<file path="config.mk">
export PLATFORM = sky130hd
export DESIGN_NAME = dds_cmd_loader
export DESIGN_NICKNAME = d
export VERILOG_FILES = /design/src/rtl/dds_cmd_loader.sv
export SDC_FILE = /design/constraint.sdc
export NUM_CORES = 1
export LEC_CHECK = 0
export BUFFER_PORTS_ARGS = -buffer_cell sky130_fd_sc_hd__buf_4
export CAP_MARGIN = 20
export CORE_AREA = 3 3 162 164
export DETAILED_ROUTE_END_ITERATION = 8
export DIE_AREA = 0 0 165 167
export SLEW_MARGIN = 10
export SYNTH_ARGS = -nofsm -noshare
export SYNTH_HDL_FRONTEND = slang
export SYNTH_SLANG_ARGS = --single-unit
</file>
<file path="constraint.sdc">
create_clock -name clock_in -period 3.5 [get_ports clock_in]
set_clock_uncertainty 0.2 [all_clocks]
set_input_delay 0.175 -clock clock_in [delete_from_list [all_inputs] [get_ports clock_in]]
set_output_delay 0.175 -clock clock_in [all_outputs]
set_load 0.005 [all_outputs]
</file>
<file path="src/rtl/dds_cmd_loader.sv">
// DDS command decoder: UART packet FSM, sample RAM loader,
// and phase accumulator driving the RAM read address.
module dds_cmd_loader #(
  parameter int unsigned ADDR_SZ = 8,
  parameter int unsigned DATA_SZ = 6,
  parameter int unsigned ACC_W = 32,
  parameter logic [ACC_W-1:0] FTW_RESET = 32'h0100_0000,
  parameter int unsigned TIMEOUT_CYCLES = 75000
) (
  input  logic               clock_in,
  input  logic               reset_n,
  input  logic               rx_dv,
  input  logic [7:0]         rx_byte,
  output logic               ram_wr_en,
  output logic [ADDR_SZ-1:0] ram_wr_addr,
  output logic [DATA_SZ-1:0] ram_din,
  output logic [ADDR_SZ-1:0] ram_rd_addr,
  output logic               run,
  output logic               pkt_err,
  output logic [ADDR_SZ-1:0] wr_count
);

  localparam int unsigned TW = $clog2(TIMEOUT_CYCLES + 1);
  localparam int unsigned NB = ACC_W / 8;
  localparam int unsigned BW = (NB > 1) ? $clog2(NB) : 1;
  localparam logic [TW-1:0] TMO_LAST = TW'(TIMEOUT_CYCLES - 1);
  localparam logic [BW-1:0] B_LAST = BW'(NB - 1);

  typedef enum logic [2:0] {
    S_IDLE,
    S_OPC,
    S_WLEN,
    S_WDATA,
    S_FTW,
    S_PHASE,
    S_RUNB
  } state_t;

  state_t             st;
  logic [TW-1:0]      tmo;
  logic [ADDR_SZ-1:0] len;
  logic [ADDR_SZ-1:0] wr_addr;
  logic [BW-1:0]      bidx;
  logic [ACC_W-9:0]   stage;
  logic [ACC_W-1:0]   ftw;
  logic [ACC_W-1:0]   acc;
  logic [ADDR_SZ-1:0] phase_off;

  always_ff @(posedge clock_in or negedge reset_n) begin
    if (!reset_n) begin
      st          <= S_IDLE;
      tmo         <= '0;
      len         <= '0;
      wr_addr     <= '0;
      bidx        <= '0;
      stage       <= '0;
      ftw         <= FTW_RESET;
      acc         <= '0;
      phase_off   <= '0;
      ram_wr_en   <= 1'b0;
      ram_wr_addr <= '0;
      ram_din     <= '0;
      ram_rd_addr <= '0;
      run         <= 1'b0;
      pkt_err     <= 1'b0;
      wr_count    <= '0;
    end else begin
      ram_wr_en <= 1'b0;
      pkt_err   <= 1'b0;
      if (run)
        acc <= acc + ftw;
      ram_rd_addr <= acc[ACC_W-1 -: ADDR_SZ] + phase_off;

      // Stalled packet: abandon it, keep whatever was already written.
      if (st != S_IDLE && !rx_dv && tmo == TMO_LAST) begin
        pkt_err <= 1'b1;
        st      <= S_IDLE;
        tmo     <= '0;
      end else begin
        if (rx_dv || st == S_IDLE)
          tmo <= '0;
        else
          tmo <= tmo + 1'b1;

        if (rx_dv) begin
          case (st)
            S_IDLE: begin
              if (rx_byte == 8'hA5)
                st <= S_OPC;
            end
            S_OPC: begin
              unique case (1'b1)
                (rx_byte == 8'h01): st <= S_WLEN;
                (rx_byte == 8'h02): begin
                  st   <= S_FTW;
                  bidx <= '0;
                end
                (rx_byte == 8'h03): st <= S_PHASE;
                (rx_byte == 8'h04): st <= S_RUNB;
                default: begin
                  pkt_err <= 1'b1;
                  st      <= S_IDLE;
                end
              endcase
            end
            S_WLEN: begin
              len     <= rx_byte[ADDR_SZ-1:0];
              wr_addr <= '0;
              st      <= S_WDATA;
            end
            S_WDATA: begin
              ram_wr_en   <= 1'b1;
              ram_din     <= rx_byte[7 -: DATA_SZ];
              ram_wr_addr <= wr_addr;
              wr_addr     <= wr_addr + 1'b1;
              // len of 0 wraps to all-ones here, i.e. 256 samples
              if (wr_addr == len - 1'b1) begin
                wr_count <= len;
                st       <= S_IDLE;
              end
            end
            S_FTW: begin
              stage <= {rx_byte, stage[ACC_W-9:8]};
              bidx  <= bidx + 1'b1;
              if (bidx == B_LAST) begin
                ftw <= {rx_byte, stage};
                st  <= S_IDLE;
              end
            end
            S_PHASE: begin
              phase_off <= rx_byte[ADDR_SZ-1:0];
              st        <= S_IDLE;
            end
            S_RUNB: begin
              run <= rx_byte[0];
              st  <= S_IDLE;
            end
            default: st <= S_IDLE;
          endcase
        end
      end
    end
  end

endmodule

</file>
# ---- After elaboration in Yosys (flattened, before gate mapping)
# Cells that the tools add are included.
dict set report word_totals {
  inputBits 11
  output_inout_bits 33
  regBits 167
}
dict set report classes {
  bitwise 1
  addsub 6
  eq_ne 18
  n_reduce_logical 20
  muxes 19
}
# operator count
set ops {}
lappend ops {{$mux W17} 2}
lappend ops {{$add A32 B32 Y32} 1}
lappend ops {{$reduce_and A3 Y1} 6}
lappend ops {{$add A17 B1 Y17 const B} 1}
lappend ops {{$eq A17 B17 Y1 const B} 1}
lappend ops {{$eq A8 B2 Y1 const B} 2}
lappend ops {{$pmux W8 S2} 1}
lappend ops {{$reduce_and A4 Y1} 4}
lappend ops {{$mux W3} 5}
lappend ops {{$pmux W3 S5} 1}
lappend ops {{$pmux W3 S4} 1}
lappend ops {{$eq A3 B3 Y1 const B} 3}
lappend ops {{$add A8 B1 Y8 const B} 1}
lappend ops {{$add A8 B8 Y8} 1}
lappend ops {{$eq A8 B1 Y1 const B} 1}
lappend ops {{$eq A8 B3 Y1 const B} 1}
lappend ops {{$eq A8 B8 Y1} 1}
lappend ops {{$eq A8 B8 Y1 const B} 1}
lappend ops {{$sub A8 B1 Y8 const B} 1}
lappend ops {{$mux W1} 7}
lappend ops {{$eq A3 B2 Y1 const B} 2}
lappend ops {{$ne A3 B3 Y1 const B} 2}
lappend ops {{$reduce_bool A2 Y1} 3}
lappend ops {{$pmux W2 S2} 1}
lappend ops {{13 further kinds} 14}

# ---- Depth between registers and ports, before layout
# Gate-level depths: netlist of the first run.
dict set report depth {
  ltp_word 6
  ltp_mapped 10
}

# ---- Least setup slack after synthesis of the first run
# No wires, ideal clock.
dict set report synth_path {
  kind {register -> register}
  from {register ftw[0]}
  to {register acc[28]}
  path_stages_with_launch 11
  t_required_ns 3.175
  setup_slack_ns 0.745
  setup_ns 0.125
  arrival_ns 2.431
  path_cell_list {dfrtp_1 ha_1 fa_1 a21oi_1 o211ai_2 a31oi_1 o21ai_1 o221ai_1 o21ai_1 xnor2_1 mux2_2}
}
dict set report synth_via {
  elab_chain_cells 1
}
# item line
set synth_rtl {}
lappend synth_rtl {{start, declared} 45} ;# logic [ACC_W-1:0] ftw;
lappend synth_rtl {{start signal, assigned} 126} ;# ftw <= {rx_byte, stage};
lappend synth_rtl {{$add A32 B32 Y32} 71} ;# acc <= acc + ftw;
lappend synth_rtl {{end signal, assigned} 71}
lappend synth_rtl {{end, declared} 46} ;# logic [ACC_W-1:0] acc;
# Every way passes these cells.
# A chain may end at the register's enable or synchronous reset.

# ---- Worst setup path after layout of the first run
# Same ends and word-level chain as after synthesis.

==> results of run 1 <==
[how the worst max path moves through the flow]
stage / start / endpoint / slack [ns] / depth (start not counted)
floorplan: ftw[0]$_DFFE_PN0P_ / acc[28]$_DFFE_PN0P_ / 0.74 / 10
CTS: ftw[0]$_DFFE_PN0P_ / acc[28]$_DFFE_PN0P_ / 0.39 / 10
global placement: ftw[0]$_DFFE_PN0P_ / acc[28]$_DFFE_PN0P_ / 0.48 / 10
detailed placement: ftw[0]$_DFFE_PN0P_ / acc[28]$_DFFE_PN0P_ / 0.41 / 10
global route: ftw[4]$_DFFE_PN0P_ / acc[27]$_DFFE_PN0P_ / 0.16 / 9
finish: ftw[0]$_DFFE_PN0P_ / acc[28]$_DFFE_PN0P_ / 0.41 / 10
[cell usage in the layout, fill, tap and decap left out, types with 4 or more instances in the layout]
master	n
nor2b_1	6
inv_1	21
a31oi_1	4
nand3_1	17
mux2i_1	4
xor2_1	25
nand2_1	56
mux2_2	117
and3_1	8
o31ai_1	6
dlygate4sd3_1	10
nor3_1	13
clkbuf_16	17
a21oi_1	41
ha_1	42
xnor2_1	38
dfrtp_1	166
nor2_1	45
nand4_1	10
a21boi_0	5
buf_4	49
and2_1	5
o21bai_1	5
inv_6	4
a21o_1	15
a22o_1	4
o21ai_0	32
[metrics by stage]
step           std cells  util (%)  hold WS, ns  worst slack (ns)
4_1_cts             1167      40.5        0.219             0.394
3_3_place_gp        1125      37.6       0.0836             0.476
6_report            1167      40.5        0.167             0.408
5_1_grt             1167      40.5        0.265             0.161
3_5_place_dp        1125      37.6       0.0746             0.411
2_1_floorplan        773         -       -0.321             0.745
[logic make-up (layout without fill, tap and decap cells)]
family                   after synthesis  after routing  share of synthesized area, %
AO/OA/AOI/OAI                        144            144                          11.1
XOR/XNOR                              63             63                          6.34
adder cells (fa/ha/maj)               44             44                          6.49
buffers and inverters                 51            115                          2.23
flip-flops                           167            167                          48.0
multiplexers                         121            121                          15.6
AND/OR/NAND/NOR                      183            183                          10.3
[repair_timing]
item,in CTS,in global routing
gates resized for setup,0,0
endpoints found under the hold margin,119,0
hold buffers,10,0
buffers inserted,0,0
[layout make-up]
class	count	area, um^2
tap	330	413
clock inverter	12	180
inverter	22	82.6
multi-input combinational	555	4340
sequential	167	4180
clock buffer	20	457
timing repair buffer	61	499
fill	2385	14900
[routing by layer]
layer / up-vias / GRT usage, % / routed length (um)
met5: - / 0 / 0
met4: 0 / 4.19 / 310
met3: 24 / 3.06 / 569
met2: 83 / 21.8 / 8470
met1: 2919 / 18.6 / 8600
li1: 2875 / - / -
[flip-flops by register name, indices dropped and copies added (netlist names), 17 cells and up]
| signal | flops |
|---|---|
| acc | 32 |
| ftw | 32 |
| stage | 24 |
| tmo | 17 |
[power by group through the flow]
stage / clock network (W) / registers (W) / logic [W]
floorplan: 0 / 0.00205 / 0.000167
global placement: 0 / 0.00207 / 0.000247
detailed placement: 0 / 0.00208 / 0.000251
CTS: 0.00207 / 0.00204 / 0.000261
global route: 0.00214 / 0.00205 / 0.000290
finish: 0.00201 / 0.00204 / 0.000253
==> metrics.md, run 1 <==
| Metric | Value |
|---|---|
| Outcome | `completed` |
| Global placement routability congestion | `0.844` |
| Clk sink count | `167` |
| Hold Path Class | `in -> async` |
| Logic depth of the worst register-to-register path | `10` |
| Area of all placed cells without fillers | `10200 um^2` |
| Number of instances in the synthesized netlist | `773` |
| Endpoint kind of the worst setup timing path | `flop` |
| Final worst-path cycle share | `88.4%` |
| Core footprint | `25000 um^2` |
| Type of the worst setup path | `reg -> reg` |
| Highest fanout seen on the critical path | `3` |
| Count of buffers from port buffering | `43` |
| Cell types occupying the most area after synthesis | `dfrtp_1 (48%), mux2_2 (15%), ha_1 (6.0%)` |
| Destination of the worst register-to-register timing path | `acc[28]$_DFFE_PN0P_` |
| CTS tree | `yes` |
| Sw Pwr | `0.00102 W` |
| Clock transition at the register clock pins on the worst setup and hold paths after CTS | `0.07 ns` |
| Final #Nets | `879` |
| Required time at the worst-slack endpoint | `3.61 ns` |
| Slowest cell on the critical path | `fa_1` |
| Count of buffering cells on the critical path with inverters included | `0` |
| Final setup TNS | `0 ns` |
| Part of the power in registers | `47.3%` |
| Count of antenna diodes in the layout | `0` |
| Estimated wirelength of the detail-placed design | `12.8 mm` |
| Avg WL per Cell | `15.4 um` |
| Most Frequent Cell on Critical Path | `o21ai_1` |
| Clock share of power | `46.8%` |
| Design internal power | `0.00328 W` |
| Final Max Slew Viols | `0` |
| Number of design rule violations left after detail routing | `0` |
| DIE WIDTH | `165 um` |
| #FFs+latches synth | `167` |
| Total routed wirelength | `18.0 mm` |
| Number of synthesized flops with an enable pin | `0` |
| Worst-case clock buffer depth | `2` |
| Synthesized area per cell | `11.3 um^2` |
| Via total after detailed routing | `5901` |
| Total Die Area | `27600 um^2` |
| Proportion of layout cells with a drive suffix above 1 | `25.6%` |
| Min Clock Period, post-route | `3.09 ns` |
| Starting utilization of the core area | `34.8%` |
| Most used flip-flop cell after synthesis | `dfrtp_1` |
| Global-route wire length before repair | `30.8 mm` |
| Max-slew headroom | `48.3%` |
| CTS Root Cell | `clkbuf_16` |
| Pin count of the biggest net entering global routing | `82` |
| Final setup violation count | `0` |
| Number of optimization iterations in the first detailed-route pass | `4` |
| Count of distinct cell types in the synthesized netlist | `63` |
| Number of antenna violations at the first check in global routing | `0` |
| Gr usage total | `13.7%` |
| Most frequently used cell type in the post-synthesis netlist | `dfrtp_1` |
| Part of the total power dissipated in combinational logic | `5.9%` |
| H-tree Lvls | `4` |
| Max incr delay on CP | `0.43 ns` |
| Latest clock arrival within the worst-skew pair | `0.42 ns` |
| Total nets after synthesis | `828` |
| Synth cell count leaders | `dfrtp_1 (166), mux2_2 (117), nand2_1 (56)` |
| Vertical die dimension | `167 um` |
| Crit start category | `flop` |
| Overflow left after global routing | `0` |
| Setup repair after global routing missed its margin | `false` |
| Register area share after synthesis | `48.0%` |
| Slew at the pin with the worst max-slew slack | `0.775 ns` |
| Drt first-iter violations | `286` |
| Vias per cell | `5.06` |
| Total power after layout | `0.00430 W` |
| Remaining antenna violation count after routing | `0` |
| Cell family with the largest share of critical-path delay | `compound AO/OA/AOI/OAI gates` |
| Placed cell areas | `9420 um^2` |
| Asr flop ratio synth | `100%` |
| Syn-to-layout area delta | `16.6%` |
| Switching power share of the total | `23.8%` |
| List of cells traversed by the critical path | `ha_1 -> fa_1 -> a21oi_1 -> o211ai_2 -> a31oi_1 -> o21ai_1 -> o221ai_1 -> o21ai_1 -> xnor2_1 -> mux2_2` |
| Count of yosys warnings during synthesis | `0` |
| Standby leakage power | `5.05 nW` |
| MaxCap Viol Count | `0` |
| Vias in the first global route | `6108` |
| Peak clock frequency supported by timing | `323 MHz` |
| Pwr dens | `424 nW/um^2` |
| Number of core rows | `58` |
| Number of buffers created by CTS | `17` |
| Total count of hold-check failures in the final report | `0` |
| Critical Path AT | `3.20 ns` |
| Worst VDD drop | `0.320 mV` |
| Share of the synthesized area in the top cell type | `47.7%` |
| Synth area leader | `dfrtp_1` |
| Cell area after technology mapping | `8710 um^2` |
| FF-to-FF setup slack | `0.41 ns` |
| Worst r2r src | `ftw[0]$_DFFE_PN0P_` |
| Top-level I/O count | `44` |
Note: power is estimated with default switching activity, not from simulation.
==> inputs of run 2 (changes only) <==
--- a/config.mk
+++ b/config.mk
@@ -8,8 +8,10 @@
 export BUFFER_PORTS_ARGS = -buffer_cell sky130_fd_sc_hd__buf_4
 export CAP_MARGIN = 20
 export CORE_AREA = 3 3 162 164
+export CTS_CLUSTER_SIZE = 24
 export DETAILED_ROUTE_END_ITERATION = 8
 export DIE_AREA = 0 0 165 167
+export SETUP_SLACK_MARGIN = 0.5
 export SLEW_MARGIN = 10
 export SYNTH_ARGS = -nofsm -noshare
 export SYNTH_HDL_FRONTEND = slang
==> metrics.md, run 2 (synthesized netlist as in run 1, its figures left out) <==
| Metric | Value |
|---|---|
| Outcome | `completed (unchanged)` |
| Cell family with the largest share of critical-path delay | `compound AO/OA/AOI/OAI gates (unchanged)` |
| Final #Nets | `882 (was 879)` |
| Overflow left after global routing | `0 (unchanged)` |
| Final setup TNS | `0 ns (unchanged)` |
| Worst setup margin | `0.604 ns (was 0.408 ns)` |
| Total routed wirelength | `18.2 mm (was 18.0 mm)` |
| Count of buffering cells on the critical path with inverters included | `0 (unchanged)` |
| CTS Root Cell | `clkbuf_16 (unchanged)` |
| Final setup violation count | `0 (unchanged)` |
| Critical Path AT | `3.00 ns (was 3.20 ns)` |
| Via total after detailed routing | `5933 (was 5901)` |
| Leading cell type in the layout, fill and taps excluded | `dfrtp_1 (unchanged)` |
| DIE WIDTH | `165 um (unchanged)` |
| Gr usage total | `13.7% (about the same)` |
| Drt first-iter violations | `302 (was 286)` |
| Min Clock Period, post-route | `2.90 ns (was 3.09 ns)` |
| Worst VDD drop | `0.320 mV (about the same)` |
| Estimated wirelength of the detail-placed design | `12.8 mm (unchanged)` |
| Switching power share of the total | `23.8% (about the same)` |
| Slew at the pin with the worst max-slew slack | `0.782 ns (was 0.775 ns)` |
| Pwr dens | `420 nW/um^2 (was 424 nW/um^2)` |
| Clock share of power | `46.8% (about the same)` |
| Final Max Slew Viols | `0 (unchanged)` |
| Hold Path Class | `in -> async (unchanged)` |
| Global placement routability congestion | `0.844 (unchanged)` |
| Endpoint kind of the worst setup timing path | `flop (unchanged)` |
| Sw Pwr | `0.00102 W (about the same)` |
| Syn-to-layout area delta | `17.6% (was 16.6%)` |
| Remaining antenna violation count after routing | `0 (unchanged)` |
| Count of antenna diodes in the layout | `0 (unchanged)` |
| Part of the power in registers | `47.3% (about the same)` |
| Highest fanout seen on the critical path | `4 (was 3)` |
| Vias in the first global route | `6111 (was 6108)` |
| Final worst-path cycle share | `82.7% (was 88.4%)` |
| Number of core rows | `58 (unchanged)` |
| Number of design rule violations left after detail routing | `0 (unchanged)` |
| Largest registers ranked by flip-flop count | `acc: 32 flops, ftw: 32 flops, stage: 24 flops (unchanged)` |
| Global-route wire length before repair | `30.8 mm (about the same)` |
| Count of buffers from port buffering | `43 (unchanged)` |
| Latest clock arrival within the worst-skew pair | `0.42 ns (about the same)` |
| Setup repair after global routing missed its margin | `true (was false)` |
| Core footprint | `25000 um^2 (unchanged)` |
| Avg WL per Cell | `15.5 um (was 15.4 um)` |
| Vias per cell | `5.07 (was 5.06)` |
| Max incr delay on CP | `0.39 ns (was 0.43 ns)` |
| Total power after layout | `0.00431 W (was 0.00430 W)` |
| Required time at the worst-slack endpoint | `3.61 ns (about the same)` |
| Clock transition at the register clock pins on the worst setup and hold paths after CTS | `0.07 ns (about the same)` |
| Peak clock frequency supported by timing | `345 MHz (was 323 MHz)` |
| Crit start category | `flop (unchanged)` |
| Total Die Area | `27600 um^2 (unchanged)` |
| Part of the total power dissipated in combinational logic | `5.9% (about the same)` |
| MaxCap Viol Count | `0 (unchanged)` |
| Vertical die dimension | `167 um (unchanged)` |
| Standby leakage power | `5.08 nW (was 5.05 nW)` |
| Starting utilization of the core area | `34.8% (unchanged)` |
| Pin count of the biggest net entering global routing | `82 (unchanged)` |
| CTS tree | `yes (unchanged)` |
| Number of buffers created by CTS | `17 (unchanged)` |
| Worst-case clock buffer depth | `2 (unchanged)` |
| Top-level I/O count | `44 (unchanged)` |
| Slowest cell on the critical path | `fa_2 (was fa_1)` |
| Number of antenna violations at the first check in global routing | `0 (unchanged)` |
| Proportion of layout cells with a drive suffix above 1 | `27.1% (was 25.6%)` |
| Number of optimization iterations in the first detailed-route pass | `4 (unchanged)` |
| Max-slew headroom | `47.9% (was 48.3%)` |
| Top library cells by usage in the layout, fill and taps aside | `dfrtp_1 (166), mux2_2 (117), nand2_1 (56), buf_4 (52), nor2_1 (45) (was dfrtp_1 (166), mux2_2 (117), nand2_1 (56), buf_4 (49), nor2_1 (45))` |
| Most Frequent Cell on Critical Path | `a41oi_2 (was o21ai_1)` |
| Clk sink count | `167 (unchanged)` |
| Type of the worst setup path | `reg -> reg (unchanged)` |
| Post-place setup slack | `0.411 ns (unchanged)` |
| Total count of hold-check failures in the final report | `0 (unchanged)` |
| H-tree Lvls | `4 (unchanged)` |
| Design internal power | `0.00328 W (about the same)` |
| List of cells traversed by the critical path | `ha_1 -> fa_2 -> a21oi_2 -> o211ai_2 -> a41oi_2 -> o221a_4 -> o21ai_2 -> a41oi_2 -> xnor2_1 -> mux2_2 (was ha_1 -> fa_1 -> a21oi_1 -> o211ai_2 -> a31oi_1 -> o21ai_1 -> o221ai_1 -> o21ai_1 -> xnor2_1 -> mux2_2)` |
[run 2: path summary, 6_finish.rpt]
check / startpoint / to / slack (ns) / cells after the start
min in group clock_in: ftw[24]$_DFFE_PN1P_ / ftw[24]$_DFFE_PN1P_ / 0.28 / 2
min reg2reg: ftw[24]$_DFFE_PN1P_ / ftw[24]$_DFFE_PN1P_ / 0.28 / 2
max: ftw[0]$_DFFE_PN0P_ / acc[26]$_DFFE_PN0P_ / 0.60 / 10
max reg2reg: ftw[0]$_DFFE_PN0P_ / acc[26]$_DFFE_PN0P_ / 0.60 / 10
min: reset_n / acc[8]$_DFFE_PN0P_ / 0.17 / 2
max in group asynchronous: reset_n / stage[2]$_DFFE_PN0P_ / 1.94 / 3
[run 2: layout make-up]
class	instances	area [um^2]
multi-input combinational	555	4410
sequential	167	4180
tap	330	413
timing repair buffer	64	522
inverter	22	82.6
clock buffer	20	457
clock inverter	12	180
fill	2374	14800
[run 2: power by group through the flow]
stage               clock, W  combinational (W)  sequential (W)
floorplan                  0           0.000167         0.00205
global route         0.00214           0.000289         0.00205
detailed placement         0           0.000251         0.00208
CTS                  0.00207           0.000261         0.00204
global placement           0           0.000247         0.00207
finish               0.00201           0.000253         0.00204
[run 2: layer usage]
layer,wire length [um],GRT usage (%)
met1,8660,18.7
met2,8580,21.8
met3,609,3.06
met4,311,4.19
met5,0,0
[run 2: timing repair]
item                                   CTS  global route
hold buffers                            10             0
buffers inserted                         0             3
setup endpoints to repair                3            10
endpoints found under the hold margin  119             0
pin swaps                                0             5
resized for setup                        3            13
[run 2: through the flow]
stage / cells / instance area (um^2) / hold slack, ns / util [%]
floorplan: 773 / 8710 / -0.321 / -
global placement: 1125 / 9420 / 0.0836 / 37.6
detailed placement: 1125 / 9420 / 0.0746 / 37.6
CTS: 1167 / 10200 / 0.219 / 40.6
global route: 1170 / 10200 / 0.265 / 40.9
finish: 1170 / 10200 / 0.165 / 40.9
